## src/rtl/div.sv

```systemverilog
// Multi-cycle restoring radix-2 divider with a start/ready handshake to EX.
// The result is {remainder, quotient}, which EX writes to HI and LO.
module div #(
   parameter int WIDTH = 32
) (
   input  logic               clk,
   input  logic               rst,
   input  logic               signed_div_i,
   input  logic [WIDTH-1:0]   opdata1_i,
   input  logic [WIDTH-1:0]   opdata2_i,
   input  logic               start_i,
   input  logic               annul_i,
   output logic [2*WIDTH-1:0] result_o,
   output logic               ready_o
);

   localparam int CW = $clog2(WIDTH + 1);

   typedef enum logic [1:0] {
      FREE,
      BYZERO,
      ON,
      END
   } state_t;

   state_t             state, state_next;
   logic [CW-1:0]      cnt, cnt_next;
   logic [WIDTH-1:0]   dvd, dvd_next;
   logic [WIDTH-1:0]   dsr, dsr_next;
   logic [WIDTH-1:0]   rem, rem_next;
   logic               neg_q, neg_q_next;
   logic               neg_r, neg_r_next;
   logic [2*WIDTH-1:0] result_next;
   logic               ready_next;
   logic [WIDTH:0]     shifted;
   logic [WIDTH:0]     trial;
   logic [WIDTH-1:0]   q_fix;
   logic [WIDTH-1:0]   r_fix;

   // Register the FSM state, the iteration datapath and the registered outputs.
   // Reset drops everything back to an idle, zeroed divider without waiting for clk.
   always_ff @(posedge clk or negedge rst) begin
      if (!rst) begin
         state    <= FREE;
         cnt      <= '0;
         dvd      <= '0;
         dsr      <= '0;
         rem      <= '0;
         neg_q    <= 1'b0;
         neg_r    <= 1'b0;
         result_o <= '0;
         ready_o  <= 1'b0;
      end else begin
         state    <= state_next;
         cnt      <= cnt_next;
         dvd      <= dvd_next;
         dsr      <= dsr_next;
         rem      <= rem_next;
         neg_q    <= neg_q_next;
         neg_r    <= neg_r_next;
         result_o <= result_next;
         ready_o  <= ready_next;
      end
   end

   // Next-state, datapath and output logic. Operands are latched as magnitudes
   // together with the two sign-correction flags, so the ON loop is always unsigned
   // and later changes on the operand inputs cannot affect a running divide.
   // The dividend register doubles as the quotient shift register: each step shifts
   // a dividend bit out into the partial remainder and a quotient bit in at the bottom.
   // A divide-by-zero passes through END once with ready low before raising ready,
   // so its result appears two edges after the start was sampled.
   always_comb begin
      state_next  = state;
      cnt_next    = cnt;
      dvd_next    = dvd;
      dsr_next    = dsr;
      rem_next    = rem;
      neg_q_next  = neg_q;
      neg_r_next  = neg_r;
      result_next = result_o;
      ready_next  = ready_o;
      shifted     = {rem, dvd[WIDTH-1]};
      trial       = shifted - {1'b0, dsr};
      q_fix       = neg_q ? -dvd : dvd;
      r_fix       = neg_r ? -rem : rem;

      case (state)
         FREE: begin
            result_next = '0;
            ready_next  = 1'b0;
            cnt_next    = '0;
            if (start_i && !annul_i) begin
               neg_q_next = signed_div_i && (opdata1_i[WIDTH-1] ^ opdata2_i[WIDTH-1]);
               neg_r_next = signed_div_i && opdata1_i[WIDTH-1];
               dvd_next   = (signed_div_i && opdata1_i[WIDTH-1]) ? -opdata1_i : opdata1_i;
               dsr_next   = (signed_div_i && opdata2_i[WIDTH-1]) ? -opdata2_i : opdata2_i;
               rem_next   = '0;
               state_next = (opdata2_i == '0) ? BYZERO : ON;
            end
         end

         BYZERO: begin
            result_next = '0;
            ready_next  = 1'b0;
            if (annul_i || !start_i) begin
               state_next = FREE;
            end else begin
               state_next = END;
            end
         end

         ON: begin
            if (annul_i || !start_i) begin
               state_next  = FREE;
               result_next = '0;
               ready_next  = 1'b0;
            end else if (cnt == CW'(WIDTH)) begin
               result_next = {r_fix, q_fix};
               ready_next  = 1'b1;
               state_next  = END;
            end else begin
               if (!trial[WIDTH]) begin
                  rem_next = trial[WIDTH-1:0];
                  dvd_next = {dvd[WIDTH-2:0], 1'b1};
               end else begin
                  rem_next = shifted[WIDTH-1:0];
                  dvd_next = {dvd[WIDTH-2:0], 1'b0};
               end
               cnt_next = cnt + 1'b1;
            end
         end

         END: begin
            if (!start_i) begin
               state_next  = FREE;
               result_next = '0;
               ready_next  = 1'b0;
            end else begin
               ready_next = 1'b1;
            end
         end

         default: begin
            state_next  = FREE;
            result_next = '0;
            ready_next  = 1'b0;
         end
      endcase
   end

endmodule

```

## config.mk

```make
export PLATFORM = sky130hd
export DESIGN_NAME = div
export DESIGN_NICKNAME = d
export VERILOG_FILES = /design/src/rtl/div.sv
export SDC_FILE = /design/constraint.sdc
export NUM_CORES = 1
export LEC_CHECK = 0
export CAP_MARGIN = 20
export CORE_UTILIZATION = 47
export DETAILED_ROUTE_END_ITERATION = 7
export PLACE_DENSITY = 0.69
export SYNTH_ARGS = -nofsm -noshare
export SYNTH_HDL_FRONTEND = slang
export SYNTH_SLANG_ARGS = --single-unit
```

## constraint.sdc

```tcl
create_clock -name clk -period 6.1 [get_ports clk]
set_clock_uncertainty 0.05 [all_clocks]
set_input_delay 0.61 -clock clk [delete_from_list [all_inputs] [get_ports clk]]
set_output_delay 0.61 -clock clk [all_outputs]
set_load 0.1 [all_outputs]
```

==> impl_metrics.py, run 1 <==
metrics = {
    "min_path": {
        "min_path_type": "primary input to asynchronous set/reset pin",
    },
    "sta": {
        "fin_ws_ns": 1.327,
        "fin_crit_sh_pct": 78.25,
        "rsz0062_at_grt": "no",
        "relSlewSlack_pct": 24.09,
        "finalSetupTns_ns": 0,
        "report.final.slew_viol_count": 0,
        "tightest_slew_ns": 1.139,
        "fmax_mhz": 209.5,
        "final_hold_viol_count": 0,
        "fin_crit_ns": 4.773,
        "finalSetupViolCount": 0,
    },
    "global_route": {
        "grt_max_degree": 85,
        "grt_pass1_wl_mm": 47.24,
        "antenna_found_initial": 0,
        "overflow": 0,
        "grtUsageTotal_pct": 24.56,
        "grt_pass1_vias": 9128,
    },
    "cells_and_area": {
        "final_common_cell": "nand2_1",
        "layout_common_cells": "215 x nand2_1, 171 x dfrtp_1, 170 x o21ai_0",
        "nFillCells": 2176,
        "syn_to_final_growth_pct": 19.52,
        "seq_area_sq_mm": 0.004279,
        "drive_above_1_share_pct": 4.288,
        "n_antenna_cell": 0,
        "multiInputGateArea_sq_mm": 0.006481,
        "fin_nets": 1544,
    },
    "detailed_routing": {
        "wl_met3_mm": 1.459,
        "dr.pass1.iters": 6,
        "drt_iter0_drc": 664,
        "top_layer_used": "met4",
        "routedWlPerCell_um": 16.46,
        "met1Wirelength_mm": 14.13,
        "via_per_inst": 5.644,
        "ant_nets": 0,
        "met2_length_mm": 12.98,
        "wl_mm": 29.06,
        "routed-via-count": 9962,
        "remaining_drc_errors": 0,
    },
    "clock_tree": {
        "clk_latency_ns": 0.44,
        "clockBufferDepth": 2,
        "hold_buffers": 0,
        "htreeDepth": 4,
        "ctsResizeCount": 0,
        "cts_sinks": 171,
        "cts_setup_buffers": 0,
        "numCtsBuffers": 17,
        "cts_tree": "yes",
        "cts-root-buf": "clkbuf_16",
        "path_clk_slew_ns": 0.07,
    },
    "worst_setup_path": {
        "r2r-start": "dvd[31]$_DFFE_PN0P_",
        "critPathArrivalTime_ns": 4.98,
        "path_class": "flop to flop",
        "cp.required_ns": 6.30,
        "r2r_end": "rem[6]$_DFFE_PN0P_",
        "crit_fanout": 34,
        "reg2reg_depth": 12,
        "r2r_setup_slack_ns": 1.33,
        "critPathCaptureType": "flop",
        "start_kind": "flop",
        "cp-startpoint": "dvd[31]$_DFFE_PN0P_",
    },
    "power_and_ir_drop": {
        "report.power.total_mw": 7.151,
        "power_leakage_nw": 5.690,
        "internal_power_mw": 3.615,
        "swShare_pct": 49.45,
        "pwr-share-comb_pct": 56.7,
        "vdd_drop_max_v": 0.0002930,
        "p_seq_share_pct": 27.4,
        "powerDensity_mw_per_mm2": 533.2,
        "p_clk_share_pct": 15.8,
        "switchingPower_mw": 3.536,
    },
    "synth": {
        "synth-edff-count": 0,
        "avgSynthCellArea_sq_um": 8.355,
        "synth_area_leaders": "dfrtp_1 38%, xor2_1 7.6%, o21ai_0 7.6%",
        "synth_cell_type_count": 59,
        "synth_flop_cell": "dfrtp_1",
        "syn-instance-count": 1343,
        "yosysTopAreaCell": "dfrtp_1",
        "yosysSeqAreaShare_pct": 38.14,
        "synth_nets": 1454,
        "synth_top_area_share_pct": 38.14,
        "synth_seq_cells": 171,
        "postSynth.asyncResetShare_pct": 100.0,
        "yosysWarningCount": 0,
        "syn_area_sq_mm": 0.01122,
    },
    "die": {
        "rows": 56,
        "pin_count": 134,
        "core_area_sq_mm": 0.02347,
        "die_w_um": 156.5,
        "dieHeight_um": 156.5,
        "start_util_pct": 47.80,
        "die_area_sq_mm": 0.02450,
    },
    "status": {
        "status": "complete, no violations",
    },
    "placed_design": {
        "dp.final_hpwl_mm": 21.39,
        "place_congestion": 0.8948,
        "io_buffer_count": 133,
        "pre_cts_ws_ns": 1.406,
    },
    "job": {
        "maxCapViolations": 0,
    },
}
## per-stage QoR
stage	utilization [%]	hold slack, ns	instance area (sq um)	std cells
3_3_place_gp	54.45	0.4123	12780	1732
4_1_cts	57.05	0.1359	13390	1764
2_1_floorplan	-	0.2644	11220	1343
6_report	57.14	0.1150	13410	1765
3_5_place_dp	54.45	0.4194	12780	1732
5_1_grt	57.14	0.1645	13410	1765
## cell families after synthesis
| kind of cell | count (synthesis) | share of synthesized area [%] |
|---|---|---|
| muxes | 5 | 0.4572 |
| buffers and inverters | 130 | 4.382 |
| DFF | 171 | 38.14 |
| xor gates and xnor gates | 147 | 11.47 |
| AOI/OAI and AO/OA | 408 | 22.56 |
| adders and majority gates | 42 | 4.750 |
| and+or+nand+nor | 440 | 18.24 |
## area by class of cell
type | instances | area share (%)
multi-input combinational | 1042 | 48.33
sequential | 171 | 31.91
timing repair buffer | 144 | 10.64
clock buffer | 17 | 3.172
tap | 319 | 2.976
inverter | 57 | 1.595
clock inverter | 15 | 1.381
## cells in the mapped netlist (18+ instances only)
library cell	n
xnor2_1	49
nand2_1	217
xor2_1	98
a21o_1	19
ha_1	41
o311ai_0	26
clkbuf_1	63
or4_1	18
a21oi_1	85
inv_1	57
nand4_1	29
o31ai_1	43
o21ai_0	171
dfrtp_1	171
nor2_1	71
## how the worst max path moves through the flow
| stage | to |
|---|---|
| 6_report | rem[6]$_DFFE_PN0P_ |
| 5_1_grt | rem[3]$_DFFE_PN0P_ |
| 4_1_cts | rem[29]$_DFFE_PN0P_ |
| 3_5_place_dp | rem[29]$_DFFE_PN0P_ |
| 3_3_place_gp | rem[3]$_DFFE_PN0P_ |
| 2_1_floorplan | rem[12]$_DFFE_PN0P_ |
## worst max-delay path, stage by stage (launching register included)
cell	delay (ns)
dfrtp_1	0.41
inv_1	0.06
ha_1	0.23
fa_1	0.41
nor2b_1	0.20
o31a_1	0.21
nor4_1	0.10
or4_1	0.54
a21o_1	0.23
a21oi_1	0.22
mux2_2	0.66
and2_1	0.99
o311ai_0	0.28
## metal layers
metal	vias up	GRT usage [%]
li1	4981	-
met1	4675	35.73
met2	276	38.01
met3	30	3.212
met4	0	7.096
met5	-	0
## flip-flops by register name (all words and copies together), names as in the netlist
signal / flops
result_o: 64
neg_r: 1
ready_o: 1
dvd: 32
rem: 32
cnt: 6
state: 2
dsr: 32
neg_q: 1
## power by group through the flow
| stage | clock, mW | combinational, mW | sequential (mW) |
|---|---|---|---|
| detailed placement | 0 | 4.01 | 1.97 |
| global route | 1.20 | 4.47 | 2.02 |
| floorplan | 0 | 2.77 | 2.17 |
| global placement | 0 | 3.95 | 1.95 |
| CTS | 1.15 | 4.03 | 1.95 |
| finish | 1.13 | 4.06 | 1.96 |
(Power assumes the default switching activity.)
==> inputs of run 2 (changes only) <==
- PLACE_DENSITY: 0.69 -> 0.72
- clock period: 6.1 -> 4.3 ns (I/O delays scaled with it)
==> run 2 against run 1 <==
  * Register-to-register slack got worse by 0.95 ns
  * Largest power group unchanged
  * Utilization increased by 0.23 points
  * Final area increased by 0.40%
  * Largest cell class unchanged
==> impl_metrics.py, run 2 (same netlist as run 1, synthesis figures left out) <==
metrics = {
    "worst_setup_path": {
        "path_cells": "inv_1, ha_1, fa_1, nor2b_1, o31a_1, nor4_1, or4_1, a21o_1, a21oi_1, mux2_2, and2_1, buf_16, o311ai_0",
        "critPathArrivalTime_ns": 4.18,
        "cp.required_ns": 4.56,
        "path_class": "flop to flop",
        "cp.buffers_inverters": 2,
        "r2r_end": "rem[16]$_DFFE_PN0P_",
        "start_kind": "flop",
        "r2r-start": "dvd[31]$_DFFE_PN0P_",
        "r2r_setup_slack_ns": 0.38,
        "max_stage_delay_ns": 0.55,
        "critPathCaptureType": "flop",
        "crit_fanout": 30,
        "crit_family": "compound AO/OA/AOI/OAI gates",
        "cp_slowest_cell": "or4_1",
        "reg2reg_depth": 13,
    },
    "global_route": {
        "grt_pass1_wl_mm": 47.99,
        "overflow": 0,
        "busiest_layer": "met2",
        "antenna_found_initial": 0,
        "grtUsageMet2_pct": 37.71,
        "use_met1_pct": 36.06,
        "grtUsageMet3_pct": 3.683,
        "grt_max_degree": 100,
        "grt_pass1_vias": 9454,
        "grtUsageTotal_pct": 24.71,
    },
    "sta": {
        "final_hold_viol_count": 0,
        "rsz0062_at_grt": "no",
        "finalSetupViolCount": 0,
        "finalSetupTns_ns": 0,
        "relSlewSlack_pct": 28.69,
        "fin_crit_sh_pct": 91.18,
        "report.final.slew_viol_count": 0,
        "fmax_mhz": 255.1,
        "tightest_slew_ns": 1.066,
        "fin_crit_ns": 3.921,
    },
    "min_path": {
        "min_path_type": "primary input to asynchronous set/reset pin",
    },
    "cells_and_area": {
        "top_register": "result_o",
        "syn_to_final_growth_pct": 20.00,
        "utilization_pct": 57.37,
        "final_common_cell": "nand2_1",
        "fin_area_sq_mm": 0.01347,
        "largest_reg_flops": 64,
        "layout_common_cells": "215 x nand2_1, 171 x dfrtp_1, 170 x o21ai_0",
        "n_antenna_cell": 0,
        "fin_nets": 1550,
        "drive_above_1_share_pct": 4.683,
    },
    "clock_tree": {
        "path_clk_slew_ns": 0.07,
        "clockBufferDepth": 2,
        "numCtsBuffers": 17,
        "htreeDepth": 4,
        "clk_latency_ns": 0.44,
        "cts_setup_buffers": 0,
        "hold_buffers": 0,
        "cts-root-buf": "clkbuf_16",
        "ctsResizeCount": 0,
        "cts_sinks": 171,
        "cts_tree": "yes",
    },
    "die": {
        "die_area_sq_mm": 0.02450,
        "core_area_sq_mm": 0.02347,
        "die_w_um": 156.5,
        "dieHeight_um": 156.5,
        "rows": 56,
        "pin_count": 134,
        "start_util_pct": 47.80,
    },
    "job": {
        "maxCapViolations": 0,
    },
    "power_and_ir_drop": {
        "report.power.total_mw": 10.15,
        "vdd_drop_max_v": 0.0003423,
        "powerDensity_mw_per_mm2": 753.8,
        "power_leakage_nw": 5.722,
    },
    "placed_design": {
        "io_buffer_count": 133,
        "place_congestion": 0.8928,
        "dp.final_hpwl_mm": 21.32,
        "placed_cell_area_sq_mm": 0.01284,
    },
    "detailed_routing": {
        "remaining_drc_errors": 0,
        "via_per_inst": 5.749,
        "wl_mm": 29.17,
        "ant_nets": 0,
        "drt_iter0_drc": 749,
        "dr.pass1.iters": 5,
        "routedWlPerCell_um": 16.47,
        "routed-via-count": 10180,
    },
    "status": {
        "status": "complete, no violations",
    },
}
## run 2: cell types whose count changed in the layout (fill, tap and decap cells not counted)
cell,change
clkinv_4,+1
buf_4,+3
buf_16,+1
clkbuf_8,+1
buf_12,+2
inv_6,+1
bufinv_16,-2
clkinvlp_4,-1
## run 2: cell type report
type | count | area [sq um]
Clock buffer | 18 | 439.2
Clock inverter | 14 | 135.1
Fill cell | 2152 | 10010
Inverter | 57 | 214.0
Multi-Input combinational cell | 1042 | 6481
Sequential cell | 171 | 4279
Tap cell | 319 | 399.1
Timing Repair Buffer | 150 | 1518
## run 2: stage by stage
stage	std cells	hold slack [ns]	setup WS, ns
6_report	1771	0.02713	0.3793
5_1_grt	1771	0.1026	0.2177
4_1_cts	1769	0.07021	0.1805
3_5_place_dp	1737	0.4197	0.1872
3_3_place_gp	1737	0.4113	0.3161
2_1_floorplan	1343	0.08441	0.8460
## run 2: how the worst max path moves through the flow
stage | cells after the start | end | slack [ns] | from
6_report | 13 | rem[16]$_DFFE_PN0P_ | 0.38 | dvd[31]$_DFFE_PN0P_
5_1_grt | 13 | rem[1]$_DFFE_PN0P_ | 0.22 | dvd[31]$_DFFE_PN0P_
4_1_cts | 12 | rem[16]$_DFFE_PN0P_ | 0.18 | dvd[31]$_DFFE_PN0P_
3_5_place_dp | 12 | rem[16]$_DFFE_PN0P_ | 0.19 | dvd[31]$_DFFE_PN0P_
3_3_place_gp | 12 | rem[7]$_DFFE_PN0P_ | 0.32 | dvd[31]$_DFFE_PN0P_
2_1_floorplan | 13 | rem[12]$_DFFE_PN0P_ | 0.85 | dvd[31]$_DFFE_PN0P_
## run 2: worst register-to-register path: stages, from the launching register on
cell and delay [ns]:
dfrtp_1 0.41, inv_1 0.06, ha_1 0.22, fa_1 0.41
nor2b_1 0.18, o31a_1 0.20, nor4_1 0.09, or4_1 0.55
a21o_1 0.23, a21oi_1 0.22, mux2_2 0.38, and2_1 0.21
buf_16 0.19, o311ai_0 0.40
## run 2: per-layer routing
layer / routed length (um) / part of all wire (%)
met5: 0 / 0
met2: 12980 / 44
met3: 1484 / 5.1
met4: 449 / 1.5
met1: 14260 / 49
## run 2: power by group
part	total [mW]	switching (mW)	internal [mW]	leakage [nW]
Clock	1.53	0.708	0.826	0.283
Sequential	2.80	0.706	2.09	2.28
Combinational	5.82	3.63	2.19	3.16
